### config.mk
export PLATFORM = sky130hd
export DESIGN_NAME = cpu_sequencer
export DESIGN_NICKNAME = d
export VERILOG_FILES = /design/src/rtl/cpu_pkg.sv /design/src/rtl/rise_detect.sv /design/src/rtl/cpu_sequencer.sv
export SDC_FILE = /design/constraint.sdc
export NUM_CORES = 1
export LEC_CHECK = 0
export BUFFER_PORTS_ARGS = -buffer_cell sky130_fd_sc_hd__buf_2
export CAP_MARGIN = 20
export CORE_AREA = 2 2 68 63
export CTS_CLUSTER_SIZE = 10
export DETAILED_ROUTE_END_ITERATION = 7
export DIE_AREA = 0 0 70 65
export PLACE_DENSITY = 0.78
export RECOVER_POWER = 25
export SYNTH_ARGS = -nofsm -noshare
export SYNTH_HDL_FRONTEND = slang
export SYNTH_SLANG_ARGS = --single-unit
### constraint.sdc
create_clock -name clk -period 2.55 [get_ports clk]
set_input_delay 0.1275 -clock clk [delete_from_list [all_inputs] [get_ports clk]]
set_output_delay 0.1275 -clock clk [all_outputs]
set_load 0.01 [all_outputs]
### src/rtl/cpu_pkg.sv
// Shared definitions for the multi-cycle CPU core: sequencer state encoding and
// memory latency defaults also used by the memory wrappers.
package cpu_pkg;

  localparam int unsigned IMEM_LAT_DEFAULT = 1;
  localparam int unsigned DMEM_LAT_DEFAULT = 1;

  typedef enum logic [2:0] {
    StIdle   = 3'd0,
    StFetch  = 3'd1,
    StDecode = 3'd2,
    StExec   = 3'd3,
    StMem    = 3'd4,
    StWb     = 3'd5,
    StEcall  = 3'd6
  } state_e;

  function automatic int unsigned max_lat(input int unsigned a, input int unsigned b);
    return (a > b) ? a : b;
  endfunction

endpackage

### src/rtl/rise_detect.sv
// Single-cycle rising-edge pulse from a level input, using one history flop.
module rise_detect (
  input  logic clk,
  input  logic rst_n,
  input  logic din,
  output logic rise
);

  logic prev_q;

  always_ff @(posedge clk or negedge rst_n) begin
    if (!rst_n) begin
      prev_q <= 1'b0;
    end else begin
      prev_q <= din;
    end
  end

  assign rise = din & ~prev_q;

endmodule

### src/rtl/cpu_sequencer.sv
// Multi-cycle instruction sequencer: steps fetch/decode/execute/memory/write-back,
// issues all architectural write strobes, stalls ecall on the confirm button.
module cpu_sequencer
  import cpu_pkg::*;
#(
  parameter int unsigned IMEM_LAT = IMEM_LAT_DEFAULT,
  parameter int unsigned DMEM_LAT = DMEM_LAT_DEFAULT
) (
  input  logic        clk,
  input  logic        rst_n,
  input  logic        run_en,
  input  logic        step,
  input  logic        mem_read,
  input  logic        mem_write,
  input  logic        reg_write,
  input  logic        ecall,
  input  logic        io_confirm,
  output logic        ir_we,
  output logic        pc_we,
  output logic        rf_we,
  output logic        dmem_re,
  output logic        dmem_we,
  output logic        io_wb,
  output logic        ecall_wait,
  output logic [2:0]  state,
  output logic [31:0] instret
);

  localparam int unsigned CntW = $clog2(max_lat(IMEM_LAT, DMEM_LAT) + 1);
  localparam logic [CntW-1:0] FetchLast = CntW'(IMEM_LAT - 1);
  localparam logic [CntW-1:0] MemLast   = CntW'(DMEM_LAT - 1);

  state_e          state_q, state_d;
  logic [CntW-1:0] cnt_q;
  logic [31:0]     instret_q;
  logic            is_ecall_q;
  logic            step_rise, confirm_rise;

  rise_detect u_step_rise (
    .clk  (clk),
    .rst_n(rst_n),
    .din  (step),
    .rise (step_rise)
  );

  rise_detect u_confirm_rise (
    .clk  (clk),
    .rst_n(rst_n),
    .din  (io_confirm),
    .rise (confirm_rise)
  );

  always_comb begin
    state_d    = state_q;
    ir_we      = 1'b0;
    pc_we      = 1'b0;
    rf_we      = 1'b0;
    dmem_re    = 1'b0;
    dmem_we    = 1'b0;
    io_wb      = 1'b0;
    ecall_wait = 1'b0;
    case (state_q)
      StIdle: begin
        if (run_en || step_rise) state_d = StFetch;
      end
      StFetch: begin
        ir_we = (cnt_q == FetchLast);
        if (cnt_q == FetchLast) state_d = StDecode;
      end
      StDecode: state_d = StExec;
      StExec: begin
        if (ecall) begin
          state_d = StEcall;
        end else if (mem_read || mem_write) begin
          state_d = StMem;
        end else begin
          state_d = StWb;
        end
      end
      StMem: begin
        dmem_re = mem_read;
        // Single write strobe per store regardless of access latency.
        dmem_we = mem_write && (cnt_q == '0);
        if (cnt_q == MemLast) state_d = StWb;
      end
      StEcall: begin
        ecall_wait = 1'b1;
        if (confirm_rise) state_d = StWb;
      end
      StWb: begin
        pc_we   = 1'b1;
        rf_we   = reg_write | is_ecall_q;
        io_wb   = is_ecall_q;
        state_d = run_en ? StFetch : StIdle;
      end
      default: state_d = StIdle;
    endcase
  end

  always_ff @(posedge clk or negedge rst_n) begin
    if (!rst_n) begin
      state_q    <= StIdle;
      cnt_q      <= '0;
      instret_q  <= '0;
      is_ecall_q <= 1'b0;
    end else begin
      state_q <= state_d;
      if (state_d != state_q) begin
        cnt_q <= '0;
      end else if (state_q == StFetch || state_q == StMem) begin
        cnt_q <= cnt_q + 1'b1;
      end
      // Remember ecall so the write-back strobes stay pure state decodes.
      if (state_q == StExec) is_ecall_q <= ecall;
      if (state_q == StWb) instret_q <= instret_q + 32'd1;
    end
  end

  assign state   = state_q;
  assign instret = instret_q;

endmodule

==> results.txt <==
Run status - completed
Critical path launch point type - register
Post-synth top area share - 50.55%
Synth Area in Adders - 0.6481%
Final Skew - 0.007938 ns
TritonCTS clock tree - done
Synth Area in Simple Gates - 27.80%
Seq/Total Area, Yosys - 50.55%
Final wirelength - 4.022 mm
Largest net degree at the start of global routing - 40
Post-synth top cells - 39 x dfrtp_1, 17 x nand2_1, 17 x xnor2_1
Netlist cell types - 33
Ports - 51
Initial antenna violation count - 0
Mapped Area - 1931 um^2
XOR/XNOR Fraction of Synth Area - 14.06%
Critical-path top delay cell - or4_4
Worst-skew pair later-pin latency - 0.30 ns
Period utilization - 76.80%
Largest family of logic cells by synthesized area - simple AND/OR/NAND/NOR gates
Tot GR Track Use - 18.78%
Top_reg_cell synth - dfrtp_1
Ranking of synthesized cells by area - dfrtp_1 51%, xnor2_1 7.7%, xor2_1 6.4%
Maximum vdd drop - 444.2 uV
Final Cell Area - 2305 um^2
Synthesized flop and latch total - 39
Compound-Gate Fraction of Synth Area - 2.722%
Max Freq - 510.7 MHz
First-pass DRT Iterations - 6
EDFF count, synth - 0
Slew margin rel. - 42.19%
Worst Path Class, Setup - register to register
CTS Buf Count - 5
Routed len/inst - 13.97 um
Slew Viols, Final - 0
Critical path required time - 2.78 ns
Grt ovf - 0
Post_cts resized - 0
H-Tree Depth - 2
CP bufs+invs - 0
CP cell instances - nand3b_4 > or4_4 > nor4_2 > xor2_1
Max_cap viols - 0
Maximum root-to-sink buffer count - 2
Synth Instances - 183
Fin. Hold Viols - 0
Synth warnings - 0
WHS - 0.1090 ns
Fraction of registers with async set/reset - 100.0%
# diodes - 0
RSZ-0062 raised after global routing - no
Final Non-Filler Cells - 288
Worst-Margin Slew - 0.8671 ns
Routability cong. - 0.8508
Starting Density - 49.39%
Layout Nets - 249
Placement Rows - 22
Root buffer cell - clkbuf_8
Post-DRT Antenna Nets - 0
# clock sinks - 39
Core area - 3909 um^2
Syn Area/Cell - 10.55 um^2
Fillers - 365
Reg clk slew, reported paths - 0.08 ns
Max stage delay on crit path - 0.68 ns
Pwr/cell area - 681.3 nW/um^2
Post-DP HPWL - 2.864 mm
Reg2reg setup slack - 0.59 ns
Worst Hold Class - input port to register
Register area - 975.9 um^2
Vias in the first global route - 1446
Global-route wire length before repair - 6.720 mm
Critical Path Fanout Max - 11
Synth-to-layout area growth - 19.38%
Setup TNS - 0 ns
Via count - 1561
Footprint of the multi-input gates - 873.3 um^2
Via density - 5.420
Residual DRC - 0
Die ar. - 4550 um^2
Post-DP Area - 2212 um^2
Chip Width - 70 um
Buffers on Ports - 50
Post-synthesis mux area share - 0%
Leakage power - 1.080 nW
Syn Nets - 193
Cell taking the most area after synthesis - dfrtp_1
Count leader, synth - dfrtp_1
Shortest period the worst path allows - 1.958 ns
Kind of cell adding the most delay to the critical path - simple AND/OR/NAND/NOR gates
Die Height - 65 um
Share of post-route cells with drive strength above 1 - 16.25%
WP data arrival - 2.18 ns
Setup violations, final - 0
Inst Count DP - 277
DRT iter0 DRCs - 86
Crit end category - register
==> flip-flops by register name (all words and copies together), names as in the netlist <==
signal                 count
cnt_q                      1
instret                   32
is_ecall_q                 1
state                      3
u_confirm_rise.prev_q      1
u_step_rise.prev_q         1
==> through the flow <==
step / setup slack, ns / util, % / total power, mW
after floorplan: 0.7016 / - / 1.010
after global placement: 0.6586 / 56.59 / 1.117
after detailed placement: 0.5976 / 56.59 / 1.123
after CTS: 0.5850 / 59.92 / 1.584
after global routing: 0.4188 / 58.96 / 1.671
final: 0.5917 / 58.96 / 1.570
==> per-layer routing <==
| metal | vias up | GRT usage (%) | routed length, um |
|---|---|---|---|
| met5 | - | 0 | 0 |
| met4 | 0 | 9.135 | 74 |
| met3 | 8 | 4.199 | 262 |
| met2 | 53 | 29.88 | 1864 |
| met1 | 749 | 24.35 | 1821 |
| li1 | 751 | - | - |
==> cells in the final DEF, fill, tap and decap left out, types with 11 or more instances in the layout <==
cell / n
nand2_1: 17
nor2_1: 11
clkbuf_1: 31
buf_2: 20
nand4_1: 12
xor2_1: 14
xnor2_1: 17
dfrtp_1: 39
nand3_1: 11
inv_1: 12
==> layout make-up <==
class / count / area share (%)
inverter: 12 / 1.954
tap: 48 / 2.606
sequential: 39 / 42.35
clock buffer: 8 / 4.343
multi-input combinational: 127 / 37.89
timing repair buffer: 54 / 10.86
==> report_power, final <==
part	leakage (nW)	switching, mW	internal, mW
Combinational	0.499	0.170	0.141
Clock	0.0515	0.213	0.247
Sequential	0.529	0.121	0.678
Total	1.08	0.504	1.07
==> kinds of logic (layout without fill, tap and decap cells) <==
kind of cell,count (synthesis),count (layout)
DFF,39,39
buffers and inverters,17,74
and+or+nand+nor,87,87
adders and majority gates,1,1
AOI/OAI and AO/OA,8,8
xor gates and xnor gates,31,31
==> worst min-delay path, delay by kind of cell <==
| kind | cells | cell delay [ns] |
|---|---|---|
| buffers and inverters | 2 | 0.15 |
| AO/OA/AOI/OAI | 1 | 0.07 |
==> repair_timing <==
action,CTS,global route
buffers inserted,0,0
hold buffers,3,0
hold endpoints to repair,41,0
endpoints found under the setup margin,0,0
==> final timing paths <==
path / start / endpoint / cells after the start
worst max-delay path: state[2]$_DFF_PN0_ / instret[21]$_DFFE_PN0P_ / 4
worst min-delay path: ecall / is_ecall_q$_DFFE_PN0N_ / 3
worst max register to register: state[2]$_DFF_PN0_ / instret[21]$_DFFE_PN0P_ / 4
worst min register to register: instret[31]$_DFFE_PN0P_ / instret[31]$_DFFE_PN0P_ / 1
max in group asynchronous: rst_n / instret[7]$_DFFE_PN0P_ / 2
min in group asynchronous: rst_n / instret[30]$_DFFE_PN0P_ / 2
(Power assumes the default switching activity.)
